[src/rtl/input_sweep_sequencer.sv]
// input_sweep_sequencer
//   Drives the nine single-bit inputs of the test block with a cumulative
//   thermometer sweep: line 0 first, one more line every STEP_CYCLES clocks,
//   then one settle step with all lines high before a one-cycle done pulse.
//   Optional feature macro: SWEEP_CAPTURE_EN. When defined, the block's x/y
//   response is logged once per step into x_hist/y_hist. When undefined, the
//   hist ports read constant zero and x_in/y_in are ignored.
module input_sweep_sequencer #(
   parameter int N_LINES     = 9,
   parameter int STEP_CYCLES = 1000,
   parameter int IDX_W       = 4
) (
   input  logic               clk,
   input  logic               rst_n,
   input  logic               start,
   input  logic               abort,
   output logic [N_LINES-1:0] lines,
   output logic               busy,
   output logic               done,
   output logic [IDX_W-1:0]   step_idx,
   input  logic               x_in,
   input  logic               y_in,
   output logic [N_LINES:0]   x_hist,
   output logic [N_LINES:0]   y_hist
);

   localparam int               PS_W     = (STEP_CYCLES > 1) ? $clog2(STEP_CYCLES) : 1;
   localparam logic [PS_W-1:0]  PS_LAST  = PS_W'(STEP_CYCLES - 1);
   localparam logic [IDX_W-1:0] IDX_LAST = IDX_W'(N_LINES - 1);

   typedef enum logic [1:0] {
      S_IDLE,
      S_RUN,
      S_SETTLE,
      S_DONE
   } state_t;

   state_t          state;
   logic [PS_W-1:0] prescaler;
   logic            terminal;
   logic            accept;
   logic            run_tc;
   logic            settle_tc;

   // Decode the events shared by the sequencer and the capture logic
   // NOTE: every always_comb output is assigned on every pass, so no latch can be inferred.
   always_comb begin
      terminal  = (prescaler == PS_LAST);
      accept    = (state == S_IDLE)   && start    && !abort;
      run_tc    = (state == S_RUN)    && terminal && !abort;
      settle_tc = (state == S_SETTLE) && terminal && !abort;
   end

   // Sweep sequencer: abort overrides everything, all outputs are registers
   // NOTE: sequential state uses non-blocking assignments so every register samples pre-edge values.
   always_ff @(posedge clk or negedge rst_n) begin
      if (!rst_n) begin
         state     <= S_IDLE;
         prescaler <= '0;
         lines     <= '0;
         step_idx  <= '0;
         busy      <= 1'b0;
         done      <= 1'b0;
      end else if (abort) begin
         state     <= S_IDLE;
         prescaler <= '0;
         lines     <= '0;
         step_idx  <= '0;
         busy      <= 1'b0;
         done      <= 1'b0;
      end else begin
         done <= 1'b0;
         unique case (state)
            S_IDLE: begin
               if (accept) begin
                  state     <= S_RUN;
                  prescaler <= '0;
                  lines     <= '0;
                  step_idx  <= '0;
                  busy      <= 1'b1;
               end
            end
            S_RUN: begin
               prescaler <= terminal ? '0 : prescaler + 1'b1;
               if (run_tc) begin
                  for (int k = 0; k < N_LINES; k++) begin
                     if (step_idx == IDX_W'(k)) lines[k] <= 1'b1;
                  end
                  step_idx <= step_idx + 1'b1;
                  if (step_idx == IDX_LAST) state <= S_SETTLE;
               end
            end
            S_SETTLE: begin
               prescaler <= terminal ? '0 : prescaler + 1'b1;
               if (settle_tc) begin
                  done  <= 1'b1;
                  busy  <= 1'b0;
                  state <= S_DONE;
               end
            end
            S_DONE: begin
               state <= S_IDLE;
            end
            default: begin
               state <= S_IDLE;
            end
         endcase
      end
   end

`ifdef SWEEP_CAPTURE_EN
   // Response log: slot k holds x/y seen while lines[k-1:0] were high
   // NOTE: the history is a small flop array, so it is reset like any other state.
   always_ff @(posedge clk or negedge rst_n) begin
      if (!rst_n) begin
         x_hist <= '0;
         y_hist <= '0;
      end else if (accept) begin
         x_hist <= '0;
         y_hist <= '0;
      end else if (run_tc) begin
         for (int k = 0; k < N_LINES; k++) begin
            if (step_idx == IDX_W'(k)) begin
               x_hist[k] <= x_in;
               y_hist[k] <= y_in;
            end
         end
      end else if (settle_tc) begin
         x_hist[N_LINES] <= x_in;
         y_hist[N_LINES] <= y_in;
      end
   end
`else
   // Capture disabled: history ports are tied off and the responses are dropped
   assign x_hist = '0;
   assign y_hist = '0;

   logic unused_response;
   assign unused_response = x_in ^ y_in;
`endif

endmodule

[config.mk]
export PLATFORM = sky130hd
export DESIGN_NAME = input_sweep_sequencer
export DESIGN_NICKNAME = d
export VERILOG_FILES = /design/src/rtl/input_sweep_sequencer.sv
export SDC_FILE = /design/constraint.sdc
export NUM_CORES = 1
export LEC_CHECK = 0
export BUFFER_PORTS_ARGS = -buffer_cell sky130_fd_sc_hd__buf_2
export CORE_UTILIZATION = 55
export CTS_BUF_LIST = sky130_fd_sc_hd__clkbuf_4 sky130_fd_sc_hd__clkbuf_8 sky130_fd_sc_hd__clkbuf_16
export DETAILED_ROUTE_END_ITERATION = 10
export MAX_ROUTING_LAYER = met4
export PLACE_DENSITY_LB_ADDON = 0.12
export SYNTH_ARGS = -nofsm -noshare
export SYNTH_HDL_FRONTEND = slang
export SYNTH_SLANG_ARGS = --single-unit
[constraint.sdc]
create_clock -name clk -period 2.4 [get_ports clk]
set_clock_uncertainty 0.05 [all_clocks]
set_input_delay 0.36 -clock clk [delete_from_list [all_inputs] [get_ports clk]]
set_output_delay 0.36 -clock clk [all_outputs]
set_load 0.01 [all_outputs]
## Yosys cells after proc, flatten, opt, wreduce, memory -nomap -nowiden

Cells that the tools add are included.

| storage, ports and cells | value |
|---|---|
| register bits | 27 |
| input port bits | 6 |
| output and inout port bits | 35 |
| word-level logic and storage cells | 100 |

| operators by class | value |
|---|---|
| add/sub/neg operators | 2 |
| eq/ne operators | 24 |
| muxes and demuxes | 34 |
| reduce and logical (&&, ||, !) cells | 26 |

Operators by type and width:

| kind | number |
|---|---|
| AND reduction 4 bit | 10 |
| two-way mux 10 bit | 3 |
| two-way mux 9 bit | 3 |
| inequality test 3 x 2 -> 1 bit, second input constant | 9 |
| case mux 10 bit (2 select lines) | 1 |
| case mux 9 bit (2 select lines) | 1 |
| equality test 4 x 3 -> 1 bit, second input constant | 4 |
| two-way mux 1 bit | 15 |
| two-way mux 4 bit | 3 |
| adder 10 x 1 -> 10 bit, second input constant | 1 |
| equality test 10 bit, second input constant | 1 |
| two-way mux 2 bit | 5 |
| inequality test 3 bit, second input constant | 3 |
| nonzero test 3 bit | 3 |
| equality test 4 x 2 -> 1 bit, second input constant | 2 |
| case mux 2 bit (4 select lines) | 1 |
| case mux 4 bit (2 select lines) | 1 |
| logical AND 1 bit | 6 |
| AND reduction 3 bit | 2 |
| adder 4 x 1 -> 4 bit, second input constant | 1 |
| equality test 2 bit, second input constant | 2 |
| equality test 4 x 1 -> 1 bit, second input constant | 1 |
| equality test 4 bit, second input constant | 1 |
| logical NOT 4 bit | 1 |
| other kinds (6) | 6 |

## Depth between registers and ports, before layout

| logic depth | value |
|---|---|
| depth after elaboration | 6 |
| mapped depth | 8 |
| depth with buffers taken out | 6 |

## Worst setup path after synthesis

No wires, ideal clock.

| timing path | value |
|---|---|
| path kind | register to register |
| start point | register state[0] |
| end point | register prescaler[3] |
| library setup time | 0.131 ns |
| arrival time | 1.449 ns |
| data required time | 2.219 ns |
| slack | 0.770 ns |
| stages on the path, launching flop included | 8 |
| buffers on the path | 1 |
| clock period less this slack | 1.630 ns |
| cells stage by stage | dfrtp_1 > inv_1 > ha_1 > buf_6 > mux2_4 > o2111ai_1 > xor2_1 > nor2_1 |

| between the ends | value |
|---|---|
| word-level cells in the longest chain between the ends | 5 |
| elaborated cells on any way between the ends | 11 |
| those cells by class | 3 x eq/ne; 2 x mux; 6 x reduce/logical |

RTL lines:

| item | line | text |
|---|---|---|
| start, declared | 38 | `state_t state;` |
| start signal, assigned | 58 | `state <= S_IDLE;` |
| start signal, assigned | 65 | `state <= S_IDLE;` |
| start signal, assigned | 76 | `state <= S_RUN;` |
| logical NOT 2 bit | 49, 73 |  |
| logical AND 1 bit (2 in a row) | 49 | `accept = (state == S_IDLE) && start && !abort;` |
| inequality test 3 bit (no source line) | n/a |  |
| AND reduction 2 bit (no source line) | n/a |  |
| end signal, assigned | 84 | `prescaler <= terminal ? '0 : prescaler + 1'b1;` |
| end signal, assigned | 94 | `prescaler <= terminal ? '0 : prescaler + 1'b1;` |
| end, declared | 39 | `logic [PS_W-1:0] prescaler;` |

Several ways; a longest one is shown, not always the timed one.
A chain may end at the register's enable or synchronous reset.

## Worst setup path in the final report

| timing path | value |
|---|---|
| start point | register state[1] |
| end point | register lines[3] |

| between the ends | value |
|---|---|
| word-level cells in the longest chain between the ends | 5 |
| elaborated cells on any way between the ends | 13 |
| those cells by class | 4 x eq/ne; 2 x mux; 7 x reduce/logical |

RTL lines:

| item | line | text |
|---|---|---|
| equality test 2 x 1 -> 1 bit / logical NOT 2 bit (equally long branches) | 50, 73, 49 |  |
| logical AND 1 bit (on tied branches) (2 in a row) | 50, 49 |  |
| inequality test 3 bit (no source line) | n/a |  |
| AND reduction 4 bit (no source line) | n/a |  |
| end signal, assigned | 60 | `lines <= '0;` |
| end signal, assigned | 67 | `lines <= '0;` |
| end signal, assigned | 78 | `lines <= '0;` |
| end, declared | 17 | `output logic [N_LINES-1:0] lines,` |

Several ways; a longest one is shown, not always the timed one.

==> metrics.cfg <==
[power_and_ir_drop]
swShare_pct = 40.0
p_comb_share_pct = 41.6
p_switching_mw = 0.492
p_int_mw = 0.739
p_seq_share_pct = 42.2
max-vdd-ir-drop_mv = 0.441
p_clk_share_pct = 16.2
pwr_density_cell_nw_per_um2 = 710
p_leak_nw = 0.847
p_total_mw = 1.23

[sta]
fmax_mhz = 530
finalCriticalPeriod_ns = 1.89
setup_viol_count_final = 0
finalSetupTns_ns = 0
worst_pin_slew_ns = 0.592
min_period_over_period_pct = 78.7
drv_slew = 0
slew_headroom_pct = 60.6
finalHoldViolCount = 0
rsz0062_at_grt = false

[placement]
dpl.hpwl_mm = 2.19
place_congestion = 0.856
port_buffers = 18
dpl.cell_count = 225

[worst_setup_path]
start_kind = flip-flop
worstPathArrival_ns = 2.10
worstPathRequired_ns = 2.61
crit_fanout = 13
criticalPathCategory = flip-flop to flip-flop
end_kind = flip-flop

[global_route]
grt.overflow.total = 0
grt_use_met2_pct = 35.8
grt.total_usage_pct = 20.1
grt_pass1_vias = 1169
grt_first_pass_wirelength_mm = 4.95
met1_usage_pct = 22.8
grt_use_met3_pct = 2.04
antenna_found_initial = 0
grt_busiest_layer = met2
grt_max_degree = 28

[floorplan]
num_rows = 19
die_y_um = 57.3
core_region_area_um2 = 2830
dieWidth_um = 57.3
ios = 41
dieArea_um2 = 3280
initial_core_util_pct = 59.4

[synth]
yosys-top-cells-area = dfrtp_1 (40%), buf_4 (9.4%), ha_1 (6.0%)
ys_ff_latch = 27
synth_edf_count = 0
synth_cells = 182
yosysUniqueCellTypes = 48
synth_common_cells = dfrtp_1 (27), buf_4 (21), nand2_1 (21)
synthFlopType = dfrtp_1
avgSynthCellArea_um2 = 9.23
yosysSeqAreaShare_pct = 40.2
netlist.area_leader.share_pct = 40.2
synthesis.area_um2 = 1680
synthArstFlopShare_pct = 100
synth.most_common_cell = dfrtp_1
yosysTopAreaCell = dfrtp_1
yosysWarnings = 0

[run_status]
outcome = finished with violations
violations = design-rule violations

[layout]
drive_gt1_share_pct = 18.1
post_layout_nonfiller_instances = 230
n_antenna_cell = 0
synthToLayoutAreaGrowth_pct = 3.20
fin_nets = 214

[cts]
cts_tree = done
clockRootBuffer = clkbuf_4
post_cts_buffers = 0
clock-sinks = 27
clockBufferDepth = 2
cts-htree-levels = 1
cts_buffers = 3
cts.clk_slew.worst_paths_ns = 0.15
insertion_delay_ns = 0.33

[routing]
drtIter0Drc = 52
drt-wirelength-per-cell_um = 12.9
first_pass_iters = 7
route.antenna.remaining_nets = 0
viasPerCell = 5.51
vias = 1268
drc_errors = 5
drt_wl_total_mm = 2.96

[hold_path]
hold_class = input pin to flip-flop

[run]
max-cap-violations = 0

-- stage by stage --
step                setup slack (ns)  instance area, µm²  hold WS (ns)  utilization [%]
detailed placement             0.518                1700         0.350             60.0
finish                         0.512                1730         0.390             61.3
global placement               0.603                1700         0.340             60.0
floorplan                      0.770                1750        0.0144                -
global route                   0.299                1730         0.398             61.3
CTS                            0.490                1730         0.380             61.3
-- power groups by stage --
stage	Clock, mW	Sequential [mW]	Combinational (mW)
finish	0.200	0.519	0.512
global route	0.220	0.524	0.576
CTS	0.208	0.519	0.514
detailed placement	0	0.529	0.509
global placement	0	0.526	0.499
floorplan	0	0.531	0.439
-- cell families after synthesis --
group	after synthesis	synth area share, %
and+or+nand+nor	65	21.4
AOI/OAI and AO/OA	40	14.8
buffers and inverters	33	12.7
DFF	27	40.2
adders and majority gates	8	5.96
xor gates and xnor gates	6	3.13
muxes	2	1.49
other	1	0.223
-- cells in the final DEF (no fill, tap or decap), drive strengths merged, types with 5 or more instances in the layout --
cell type	instances
conb	20
a21oi	6
buf	18
nand2	21
dfrtp	27
inv	8
nand3	5
o21ai	16
nor2	14
ha	8
xor2	6
-- sequential cells by signal, summed over array words and instances, names as in the netlist --
| signal | flops |
|---|---|
| state | 2 |
| lines | 9 |
| done | 1 |
| busy | 1 |
| prescaler | 10 |
| step_idx | 4 |
-- worst max-delay path, cell delays in order, from the launching register on --
cell     delay, ns
dfrtp_1       0.41
inv_1         0.10
ha_1          0.31
and3b_1       0.24
nor2_2        0.38
nand2_1       0.14
o21ai_0       0.19
-- final timing paths --
| kind | from | end | slack (ns) | cells past startpoint |
|---|---|---|---|---|
| min | abort | busy | 0.39 | 2 |
| min reg2reg | lines[2] | lines[2] | 0.45 | 2 |
| max in group asynchronous | rst_n | prescaler[3] | 1.42 | 2 |
| max reg2reg | state[1] | lines[3] | 0.51 | 6 |
| min in group asynchronous | rst_n | step_idx[2] | 0.49 | 2 |
| max | state[1] | lines[3] | 0.51 | 6 |
-- repair_timing --
item | in CTS | in global routing
gates resized for setup | 0 | 0
hold buffers | 1 | 0
endpoints found under the hold margin | 27 | 0
-- routing by layer --
| metal | routed length [µm] | part of all wire, % | vias to the layer above |
|---|---|---|---|
| li1 | - | - | 627 |
| met1 | 1340 | 45 | 614 |
| met2 | 1510 | 51 | 22 |
| met3 | 64 | 2.2 | 5 |
| met4 | 50 | 1.7 | 0 |
| met5 | 0 | 0 | - |
-- final cells by class --
| class | count | area (µm²) |
|---|---|---|
| Multi-Input combinational cell | 141 | 862 |
| Fill cell | 273 | 1090 |
| Clock buffer | 3 | 22.5 |
| Timing Repair Buffer | 19 | 100 |
| Sequential cell | 27 | 676 |
| Inverter | 8 | 30.0 |
| Clock inverter | 1 | 5.00 |
| Tap cell | 31 | 38.8 |
Power figures use the tool's default switching activity.
